[src/rtl/pong_game_core_if.sv]
// Pong game-core signal bundle.
// Groups everything exchanged between the game core and its surroundings
// (timing stage counters, player controls, video/score outputs).
//   hcnt/vcnt      : free-running counters from the VGA timing stage
//   btn_*_up/_dn   : debounced level paddle controls
//   start          : one-cycle restart pulse (honoured only in GAME_OVER)
//   rgb            : registered {R,G,B} 4:4:4 pixel
//   score_l/score_r: current scores
//   game_over      : high while the game sits in GAME_OVER
// master = timing stage / controls side, slave = game core.
interface pong_game_core_if;
  logic [9:0]  hcnt;
  logic [9:0]  vcnt;
  logic        btn_l_up;
  logic        btn_l_dn;
  logic        btn_r_up;
  logic        btn_r_dn;
  logic        start;
  logic [11:0] rgb;
  logic [3:0]  score_l;
  logic [3:0]  score_r;
  logic        game_over;

  modport master (
    output hcnt, vcnt, btn_l_up, btn_l_dn, btn_r_up, btn_r_dn, start,
    input  rgb, score_l, score_r, game_over
  );

  modport slave (
    input  hcnt, vcnt, btn_l_up, btn_l_dn, btn_r_up, btn_r_dn, start,
    output rgb, score_l, score_r, game_over
  );
endinterface

[src/rtl/pong_game_core.sv]
// Pong game core: frame-rate game logic plus a one-cycle pixel renderer.
// Ports:
//   clk   : pixel clock, shared with the VGA timing stage
//   reset : synchronous, active-high; restores every register
//   bus   : pong_game_core_if.slave (counters and controls in, rgb/scores/game_over out)
// Game state only changes on the frame tick (last pixel of the last line), so
// everything drawn during a frame reflects one consistent snapshot. The only
// exception is the start pulse, which may restart a finished game on any cycle.
module pong_game_core #(
  parameter int H_ACT_START  = 144,
  parameter int V_ACT_START  = 35,
  parameter int PADDLE_H     = 64,
  parameter int PADDLE_W     = 8,
  parameter int BALL_SIZE    = 8,
  parameter int BALL_SPEED   = 4,
  parameter int PADDLE_SPEED = 6,
  parameter int SERVE_FRAMES = 60,
  parameter int WIN_SCORE    = 7
) (
  input  logic            clk,
  input  logic            reset,
  pong_game_core_if.slave bus
);

  typedef logic signed [10:0] crd_t;

  localparam int CNT_W = $clog2(SERVE_FRAMES + 1);
  localparam logic [CNT_W-1:0] SERVE_LAST = CNT_W'(SERVE_FRAMES - 1);
  localparam logic [3:0] WIN = 4'(WIN_SCORE);

  localparam crd_t ZERO   = 11'sd0;
  localparam crd_t ACT_W  = 11'sd640;
  localparam crd_t ACT_H  = 11'sd480;
  localparam crd_t HS     = crd_t'(H_ACT_START);
  localparam crd_t VS     = crd_t'(V_ACT_START);
  localparam crd_t PH     = crd_t'(PADDLE_H);
  localparam crd_t PW     = crd_t'(PADDLE_W);
  localparam crd_t BSZ    = crd_t'(BALL_SIZE);
  localparam crd_t BSPD   = crd_t'(BALL_SPEED);
  localparam crd_t PSPD   = crd_t'(PADDLE_SPEED);
  localparam crd_t PY_MAX = crd_t'(480 - PADDLE_H);
  localparam crd_t PY0    = crd_t'((480 - PADDLE_H) / 2);
  localparam crd_t BY_MAX = crd_t'(480 - BALL_SIZE);
  localparam crd_t BX_MAX = crd_t'(640 - BALL_SIZE);
  localparam crd_t CX     = crd_t'(320 - BALL_SIZE / 2);
  localparam crd_t CY     = crd_t'(240 - BALL_SIZE / 2);
  localparam crd_t PL_X   = 11'sd16;
  localparam crd_t PR_X   = 11'sd616;
  localparam crd_t L_HIT  = crd_t'(16 + PADDLE_W);
  localparam crd_t R_HIT  = crd_t'(616 - BALL_SIZE);
  localparam crd_t NET_X0 = 11'sd318;
  localparam crd_t NET_X1 = 11'sd321;

  typedef enum logic [1:0] {SERVE, PLAY, SCORED, GAME_OVER} state_t;

  state_t           state, state_nxt;
  logic [CNT_W-1:0] serve_cnt, serve_cnt_nxt;
  logic [3:0]       score_l, score_l_nxt;
  logic [3:0]       score_r, score_r_nxt;
  crd_t             pad_l, pad_l_nxt;
  crd_t             pad_r, pad_r_nxt;
  crd_t             ball_x, ball_x_nxt;
  crd_t             ball_y, ball_y_nxt;
  crd_t             ball_dx, ball_dx_nxt;
  crd_t             ball_dy, ball_dy_nxt;
  crd_t             vy, hx;
  logic             tick;

  crd_t             px, py;
  logic [11:0]      rgb_nxt, rgb_p1;

  // Paddle motion with saturation to the playfield; opposing buttons cancel.
  function automatic crd_t paddle_step(input crd_t y, input logic up, input logic dn);
    crd_t t;
    t = y;
    if (up && !dn)      t = y - PSPD;
    else if (dn && !up) t = y + PSPD;
    if (t < ZERO)        t = ZERO;
    else if (t > PY_MAX) t = PY_MAX;
    return t;
  endfunction

  // Ball top row y overlaps a paddle whose top row is p.
  function automatic logic rows_overlap(input crd_t y, input crd_t p);
    return (y >= p - (BSZ - 11'sd1)) && (y <= p + PH - 11'sd1);
  endfunction

  function automatic logic [11:0] pixel_colour(input crd_t x, input crd_t y, input logic over);
    logic on_ball, on_pad, on_net;
    on_ball = (x >= ball_x) && (x < ball_x + BSZ) && (y >= ball_y) && (y < ball_y + BSZ);
    on_pad  = ((x >= PL_X) && (x < PL_X + PW) && (y >= pad_l) && (y < pad_l + PH)) ||
              ((x >= PR_X) && (x < PR_X + PW) && (y >= pad_r) && (y < pad_r + PH));
    on_net  = (x >= NET_X0) && (x <= NET_X1) && !y[4];
    if ((x < ZERO) || (x >= ACT_W) || (y < ZERO) || (y >= ACT_H)) return 12'h000;
    if (on_ball) return 12'hFFF;
    if (on_pad)  return 12'h0F0;
    if (on_net)  return 12'h888;
    return over ? 12'h400 : 12'h000;
  endfunction

  assign tick = (bus.hcnt == 10'd799) && (bus.vcnt == 10'd524);

  always_comb begin
    state_nxt     = state;
    serve_cnt_nxt = serve_cnt;
    score_l_nxt   = score_l;
    score_r_nxt   = score_r;
    pad_l_nxt     = pad_l;
    pad_r_nxt     = pad_r;
    ball_x_nxt    = ball_x;
    ball_y_nxt    = ball_y;
    ball_dx_nxt   = ball_dx;
    ball_dy_nxt   = ball_dy;
    vy            = ball_y + ball_dy;
    hx            = ball_x + ball_dx;

    if (tick && (state != GAME_OVER)) begin
      pad_l_nxt = paddle_step(pad_l, bus.btn_l_up, bus.btn_l_dn);
      pad_r_nxt = paddle_step(pad_r, bus.btn_r_up, bus.btn_r_dn);
    end

    unique case (state)
      SERVE: begin
        if (tick) begin
          if (serve_cnt == SERVE_LAST) begin
            serve_cnt_nxt = '0;
            state_nxt     = PLAY;
          end else begin
            serve_cnt_nxt = serve_cnt + 1'b1;
          end
        end
      end
      PLAY: begin
        if (tick) begin
          if (vy <= ZERO) begin
            ball_y_nxt  = ZERO;
            ball_dy_nxt = BSPD;
          end else if (vy >= BY_MAX) begin
            ball_y_nxt  = BY_MAX;
            ball_dy_nxt = -BSPD;
          end else begin
            ball_y_nxt  = vy;
          end
          // Paddle tests use the post-wall row so a corner bounce and a
          // paddle return can both land on the same frame.
          if ((ball_dx < ZERO) && (hx <= L_HIT) && rows_overlap(ball_y_nxt, pad_l)) begin
            ball_x_nxt  = L_HIT;
            ball_dx_nxt = BSPD;
          end else if ((ball_dx > ZERO) && (hx >= R_HIT) && rows_overlap(ball_y_nxt, pad_r)) begin
            ball_x_nxt  = R_HIT;
            ball_dx_nxt = -BSPD;
          end else if (hx <= ZERO) begin
            score_r_nxt = score_r + 4'd1;
            state_nxt   = SCORED;
          end else if (hx >= BX_MAX) begin
            score_l_nxt = score_l + 4'd1;
            state_nxt   = SCORED;
          end else begin
            ball_x_nxt  = hx;
          end
        end
      end
      SCORED: begin
        // dx still points at the side that just missed, so keeping it
        // serves toward the loser.
        if (tick) begin
          if ((score_l == WIN) || (score_r == WIN)) begin
            state_nxt  = GAME_OVER;
          end else begin
            ball_x_nxt = CX;
            ball_y_nxt = CY;
            state_nxt  = SERVE;
          end
        end
      end
      GAME_OVER: begin
        if (bus.start) begin
          score_l_nxt   = '0;
          score_r_nxt   = '0;
          ball_x_nxt    = CX;
          ball_y_nxt    = CY;
          ball_dx_nxt   = BSPD;
          serve_cnt_nxt = '0;
          state_nxt     = SERVE;
        end
      end
      default: state_nxt = SERVE;
    endcase
  end

  always_comb begin
    px      = $signed({1'b0, bus.hcnt}) - HS;
    py      = $signed({1'b0, bus.vcnt}) - VS;
    rgb_nxt = pixel_colour(px, py, state == GAME_OVER);
  end

  always_ff @(posedge clk) begin
    if (reset) begin
      state     <= SERVE;
      serve_cnt <= '0;
      score_l   <= '0;
      score_r   <= '0;
      pad_l     <= PY0;
      pad_r     <= PY0;
      ball_x    <= CX;
      ball_y    <= CY;
      ball_dx   <= BSPD;
      ball_dy   <= BSPD;
      rgb_p1    <= '0;
    end else begin
      state     <= state_nxt;
      serve_cnt <= serve_cnt_nxt;
      score_l   <= score_l_nxt;
      score_r   <= score_r_nxt;
      pad_l     <= pad_l_nxt;
      pad_r     <= pad_r_nxt;
      ball_x    <= ball_x_nxt;
      ball_y    <= ball_y_nxt;
      ball_dx   <= ball_dx_nxt;
      ball_dy   <= ball_dy_nxt;
      // pixel stage boundary: colour for the counters seen this cycle
      rgb_p1    <= rgb_nxt;
    end
  end

  assign bus.rgb       = rgb_p1;
  assign bus.score_l   = score_l;
  assign bus.score_r   = score_r;
  assign bus.game_over = (state == GAME_OVER);

endmodule

[src/flat_wrapper.sv]
// flat-port wrapper written by rule: the top's interface ports become plain ports
module pong_game_core_flat 
#(
  parameter int H_ACT_START  = 144,
  parameter int V_ACT_START  = 35,
  parameter int PADDLE_H     = 64,
  parameter int PADDLE_W     = 8,
  parameter int BALL_SIZE    = 8,
  parameter int BALL_SPEED   = 4,
  parameter int PADDLE_SPEED = 6,
  parameter int SERVE_FRAMES = 60,
  parameter int WIN_SCORE    = 7
)
  (clk, reset, bus_hcnt, bus_vcnt, bus_btn_l_up, bus_btn_l_dn, bus_btn_r_up, bus_btn_r_dn, bus_start, bus_rgb, bus_score_l, bus_score_r, bus_game_over);
  pong_game_core_if bus_i ();
  input  logic clk;
  input  logic reset;
  input wire logic [$bits(bus_i.hcnt)-1:0] bus_hcnt;
  input wire logic [$bits(bus_i.vcnt)-1:0] bus_vcnt;
  input wire logic [$bits(bus_i.btn_l_up)-1:0] bus_btn_l_up;
  input wire logic [$bits(bus_i.btn_l_dn)-1:0] bus_btn_l_dn;
  input wire logic [$bits(bus_i.btn_r_up)-1:0] bus_btn_r_up;
  input wire logic [$bits(bus_i.btn_r_dn)-1:0] bus_btn_r_dn;
  input wire logic [$bits(bus_i.start)-1:0] bus_start;
  output wire logic [$bits(bus_i.rgb)-1:0] bus_rgb;
  output wire logic [$bits(bus_i.score_l)-1:0] bus_score_l;
  output wire logic [$bits(bus_i.score_r)-1:0] bus_score_r;
  output wire logic [$bits(bus_i.game_over)-1:0] bus_game_over;
  assign bus_i.hcnt = bus_hcnt;
  assign bus_i.vcnt = bus_vcnt;
  assign bus_i.btn_l_up = bus_btn_l_up;
  assign bus_i.btn_l_dn = bus_btn_l_dn;
  assign bus_i.btn_r_up = bus_btn_r_up;
  assign bus_i.btn_r_dn = bus_btn_r_dn;
  assign bus_i.start = bus_start;
  assign bus_rgb = bus_i.rgb;
  assign bus_score_l = bus_i.score_l;
  assign bus_score_r = bus_i.score_r;
  assign bus_game_over = bus_i.game_over;
  pong_game_core #(.H_ACT_START(H_ACT_START), .V_ACT_START(V_ACT_START), .PADDLE_H(PADDLE_H), .PADDLE_W(PADDLE_W), .BALL_SIZE(BALL_SIZE), .BALL_SPEED(BALL_SPEED), .PADDLE_SPEED(PADDLE_SPEED), .SERVE_FRAMES(SERVE_FRAMES), .WIN_SCORE(WIN_SCORE)) u_core (.clk(clk), .reset(reset), .bus(bus_i));
endmodule
[config.mk]
export PLATFORM = sky130hd
export DESIGN_NAME = pong_game_core_flat
export DESIGN_NICKNAME = d
export VERILOG_FILES = /design/src/rtl/pong_game_core_if.sv /design/src/rtl/pong_game_core.sv /design/src/flat_wrapper.sv
export SDC_FILE = /design/constraint.sdc
export NUM_CORES = 1
export LEC_CHECK = 0
export CAP_MARGIN = 25
export CORE_MARGIN = 5
export CORE_UTILIZATION = 30
export CTS_CLUSTER_DIAMETER = 150
export DETAILED_ROUTE_END_ITERATION = 10
export DONT_BUFFER_PORTS = 1
export GPL_TIMING_DRIVEN = 0
export PLACE_DENSITY = 0.46
export SYNTH_ARGS = -nofsm -noshare
export SYNTH_HDL_FRONTEND = slang
export SYNTH_SLANG_ARGS = --single-unit
[constraint.sdc]
create_clock -name clk -period 10.8 [get_ports clk]
set_input_delay 2.16 -clock clk [delete_from_list [all_inputs] [get_ports clk]]
set_output_delay 2.16 -clock clk [all_outputs]
set_load 0.005 [all_outputs]
==> run summary <==
The run finished with clean final reports. The signal on the critical path passes through ha_1, xnor2_1, o22ai_1, nand4_1, nand2_1, or2_2, nor2_1, ha_1, nand3b_1, nor4_1, nand4_1, o311a_1, a2111o_1, buf_6, a31o_1, buf_6, mux2_4. Total negative slack for setup checks: 0 ns. The run gives 0 as the number of antenna repair diodes.

The number of resized instances in the post-cts repair step is 0. The detail route stage leaves a number of antenna-violating nets equal to 0. The count of warnings emitted by yosys was 0. The startpoint identified for the worst hold timing path is u_core.serve_cnt[5]. For the clock network latency to the later pin of the worst-skew pair, the log shows 0.34 ns.

The number of buffers and inverters on the critical path is 2. Clock-pin slew was measured on the worst setup and hold paths at 0.05 ns. In the synthesized netlist the dominant register cell turns out to be sky130_fd_sc_hd__dfxtp_1. The mux cell area share after synthesis came out at 1.703%. The worst register-to-register path begins at u_core.ball_dy[9]. The wire length per cell after detailed routing is 17.87 um, and the internal portion of total power is 0.4421 mW. The worst hold path terminates at u_core.serve_cnt[5]. The tools report the fraction of power consumed by combinational cells as 15.0%. The total overflow left after global routing is 0. The async set or reset register ratio after synthesis is 0%, and the number of cells in the finished layout apart from fillers is 1374.

The final number of max-transition violations came out at 0. The sequential cell area fraction in the yosys report was 15.39%. Wires add up to 24550 um. For this design, the CTS-stage hold fixing added 0 buffers. The first global-routing pass estimated 38920 um of wire.

In the global route stage, overall resource usage came out at 16.06%. Summing the areas of all compound-gate instances in the mapped netlist gives 22.47% of the synthesized area. Setup repair after global routing left no endpoint under its margin.

The post-synthesis share of cell area spent on xor and xnor gates came out at 10.03%. A synthesized cell averages 7.795 sq um. For this run, design rule violations remaining after detail routing come to 0.

The width of the chip works out to 172.6 um. The worst hold path belongs to the class flip-flop to flip-flop. The detailed-routing iteration count for the pre-antenna-repair pass was 5. The worst hold path was traced through 2 stages.

Among all stages on the critical path, the largest delay is contributed by sky130_fd_sc_hd__dfxtp_1. Across the routed clock network, the largest skew measured is 0.007408 ns. The dominant combinational cell family by area after synthesis was adder cells. For this block, the via count after detailed routing is 7328.

The path type of the worst setup path is flip-flop to flip-flop. The final estimated routing congestion in global placement came out at 0.8365. The proportion of total power due to net switching came out at 26.72%. For the maximum level of the CTS H-tree, the log shows 3. STA puts the critical path data arrival time at 6.05 ns.

The share of final-layout standard cells stronger than drive strength 1 works out to 5.294%. Shortest period the worst path allows: 5.826 ns. The logs give 6904 for the via count of the first global-routing pass and 360 for the iteration-0 DRC count of the detailed router. The length in cells of the worst reg-to-reg path was 17; the highest ir drop seen on vdd was 0.05867 mV. The number of hold violations in the final report came out at 0. The final-report setup violation count is 0, and the fraction of the cycle the final worst path needs is 53.94%.

After floorplanning, the core was divided into 59 placement rows. The number of buffers added by the clock tree synthesis step was 9. The area fraction of the dominant cell type after synthesis was 22.39%; the number of flip-flops and latches in the synthesized netlist was 61. TritonCTS built the clock tree.

The tools report the HPWL after detailed placement as 19820 um. The logs give 0 for the max-cap check violation count and 4.97 ns for the worst setup slack for register-to-register paths. The average via count per standard cell came out at 5.333. The worst setup path is captured at a flip-flop.

The number of cells on the critical path was 17; the number of flops mapped to enable cells by yosys was 0. The power density normalized to cell area was 69.65 nW/um^2. The cell taking the most area after synthesis was sky130_fd_sc_hd__ha_1. Counting distinct cell types in the post-synthesis netlist gives 86.

The worst register-to-register path ends at u_core.ball_x[7]. Based on the critical path, the design can be clocked at up to 171.6 MHz. The longest clock path from root to sink contains 2 buffers. The number of setup buffers added after CTS is 0. In this run the cell area of the synthesized design comes to 7935 sq um.

The cell sitting at the root of the clock tree is a sky130_fd_sc_hd__clkbuf_16. After Yosys synthesis, and, or, nand and nor cells account for 21.19% of the synthesized area. The initial antenna violation count came out at 0.

The share of total power in the clock network came out at 47.6%. For the net switching power of the design, the log shows 0.1612 mW. Most common library cell in the layout ignoring fill and taps: sky130_fd_sc_hd__ha_1.

The floorplan die height works out to 172.6 um. The worst-margin pin slew was 0.9640 ns. During I/O placement, the number of pins put on the boundary was 48. In the layout the commonest cells are sky130_fd_sc_hd__ha_1 (142), sky130_fd_sc_hd__nor2_1 (89), sky130_fd_sc_hd__nand2_1 (78). For the cell count after synthesis, the log shows 1018.

The final layout net count was 1207. Sort of element at the start of the critical path: a flip-flop. Entering global routing, the biggest net connects 14 pins.

The number of buffer cells added on primary ports is 0, and the initial standard-cell utilization of the core is 30.45%. On the worst path, the slowest cell contributes a delay of 0.65 ns. The logs give 1360 for the post-placement cell count and 29800 sq um for the area enclosed by the die boundary. After synthesis, the cell types taking the most area are sky130_fd_sc_hd__ha_1 (22%), sky130_fd_sc_hd__dfxtp_1 (15%), sky130_fd_sc_hd__xnor2_1 (7.3%). CTS saw 61 sinks. In this run the static leakage power is 3.646 nW. Cell type group with the largest total delay on the critical path: simple AND/OR/NAND/NOR gates. The first element of the critical path is u_core.ball_dy[9]. After floorplanning, the core was sized to cover 26060 sq um. The worst pin sits at a relative slew slack of 35.52%.

The adder and majority cell fraction of the synthesized area came out at 23.56%. Of all nets on the critical path, the largest fanout is 10. The run gives 11.03 ns as the worst path required time. The sequential share of power was 37.4%; the layout-stage area growth over the synthesis result was 9.161%.
[final cells by class]
class	count	area [sq um]
fill	2825	17400
multi-input combinational	857	6295
clock buffer	12	246.5
clock inverter	2	35.03
tap	335	419.2
sequential	61	1221
inverter	72	270.3
buffer	35	175.2
[through the flow]
stage / hold slack [ns] / util [%] / setup WS, ns / power (mW) / cell area [sq um]
CTS: 0.4967 / 33.24 / 5.051 / 0.6127 / 8662
detailed placement: 0.4846 / 32.16 / 5.017 / 0.3206 / 8381
global placement: 0.4745 / 32.16 / 4.959 / 0.3205 / 8381
global route: 0.5321 / 33.24 / 4.801 / 0.6354 / 8662
finish: 0.4923 / 33.24 / 4.974 / 0.6033 / 8662
floorplan: 0.4584 / - / 5.905 / 0.2954 / 7961
[sequential cells by signal, summed over array words and instances (netlist names)]
name / cells
u_core.state: 2
u_core.ball_y: 11
u_core.serve_cnt: 6
u_core.ball_x: 9
u_core.ball_dy: 1
u_core.bus.rgb: 5
u_core.pad_r: 9
u_core.bus.score_l: 4
u_core.pad_l: 9
u_core.bus.score_r: 4
u_core.ball_dx: 1
[cell usage after synthesis, types with 4 or more instances]
library cell and instances:
sky130_fd_sc_hd__ha_1 142, sky130_fd_sc_hd__nor2_1 89, sky130_fd_sc_hd__nand2_1 78, sky130_fd_sc_hd__a21oi_1 76, sky130_fd_sc_hd__inv_1 70, sky130_fd_sc_hd__xnor2_1 66, sky130_fd_sc_hd__dfxtp_1 61, sky130_fd_sc_hd__o21ai_0 43
sky130_fd_sc_hd__nand4_1 27, sky130_fd_sc_hd__o21a_1 26, sky130_fd_sc_hd__clkbuf_1 23, sky130_fd_sc_hd__nor3_1 20, sky130_fd_sc_hd__nand3_1 19, sky130_fd_sc_hd__xor2_1 18, sky130_fd_sc_hd__nand2b_1 17, sky130_fd_sc_hd__o22ai_1 16
sky130_fd_sc_hd__or3_1 16, sky130_fd_sc_hd__a21o_1 14, sky130_fd_sc_hd__nor2b_1 13, sky130_fd_sc_hd__nor4_1 11, sky130_fd_sc_hd__a31oi_1 9, sky130_fd_sc_hd__mux2i_1 9, sky130_fd_sc_hd__and3_1 8, sky130_fd_sc_hd__nor3b_1 8
sky130_fd_sc_hd__buf_4 7, sky130_fd_sc_hd__o211ai_1 7, sky130_fd_sc_hd__or4_1 7, sky130_fd_sc_hd__a211oi_1 6, sky130_fd_sc_hd__o31ai_1 6, sky130_fd_sc_hd__or2_2 5, sky130_fd_sc_hd__a22oi_1 4, sky130_fd_sc_hd__a311o_1 4
sky130_fd_sc_hd__a31o_2 4, sky130_fd_sc_hd__o31a_1 4
[worst reg2reg max path, delay by kind of cell (launching register included)]
kind	cells	cell delay [ns]
and+or+nand+nor	7	2.05
adders and majority gates	2	0.77
AOI/OAI and AO/OA	4	1.16
buffers and inverters	2	0.32
muxes	1	0.30
xor gates and xnor gates	1	0.47
DFF	1	0.65
[how the worst max path moves through the flow]
stage | slack (ns) | end
after global placement | 4.96 | u_core.bus.rgb[10]
after floorplan | 5.90 | u_core.bus.rgb[10]
final | 4.97 | u_core.ball_x[7]
after global routing | 4.80 | u_core.ball_x[7]
after detailed placement | 5.02 | u_core.bus.rgb[10]
after CTS | 5.05 | u_core.ball_x[9]
[per-layer routing]
| metal | track usage (%) | vias to the layer above | wire (um) |
|---|---|---|---|
| met5 | 0 | - | 0 |
| met4 | 3.334 | 0 | 357 |
| met3 | 3.057 | 24 | 957 |
| met2 | 26.28 | 111 | 11300 |
| met1 | 22.06 | 3468 | 11930 |
| li1 | - | 3725 | - |
[cell families after synthesis]
logic type | count (synthesis)
AO/OA/AOI/OAI | 266
XOR/XNOR | 87
adder cells (fa/ha/maj) | 149
buffers and inverters | 107
flip-flops | 61
multiplexers | 12
other | 1
AND/OR/NAND/NOR | 335
[power groups by stage]
stage                     clock network [mW]  registers (mW)  logic, mW
final                                  0.287           0.226     0.0904
after detailed placement                   0           0.230     0.0902
after global routing                   0.307           0.225      0.102
after CTS                              0.296           0.226     0.0910
after floorplan                            0           0.230     0.0650
after global placement                     0           0.230     0.0901
Note: power is estimated with default switching activity, not from simulation.
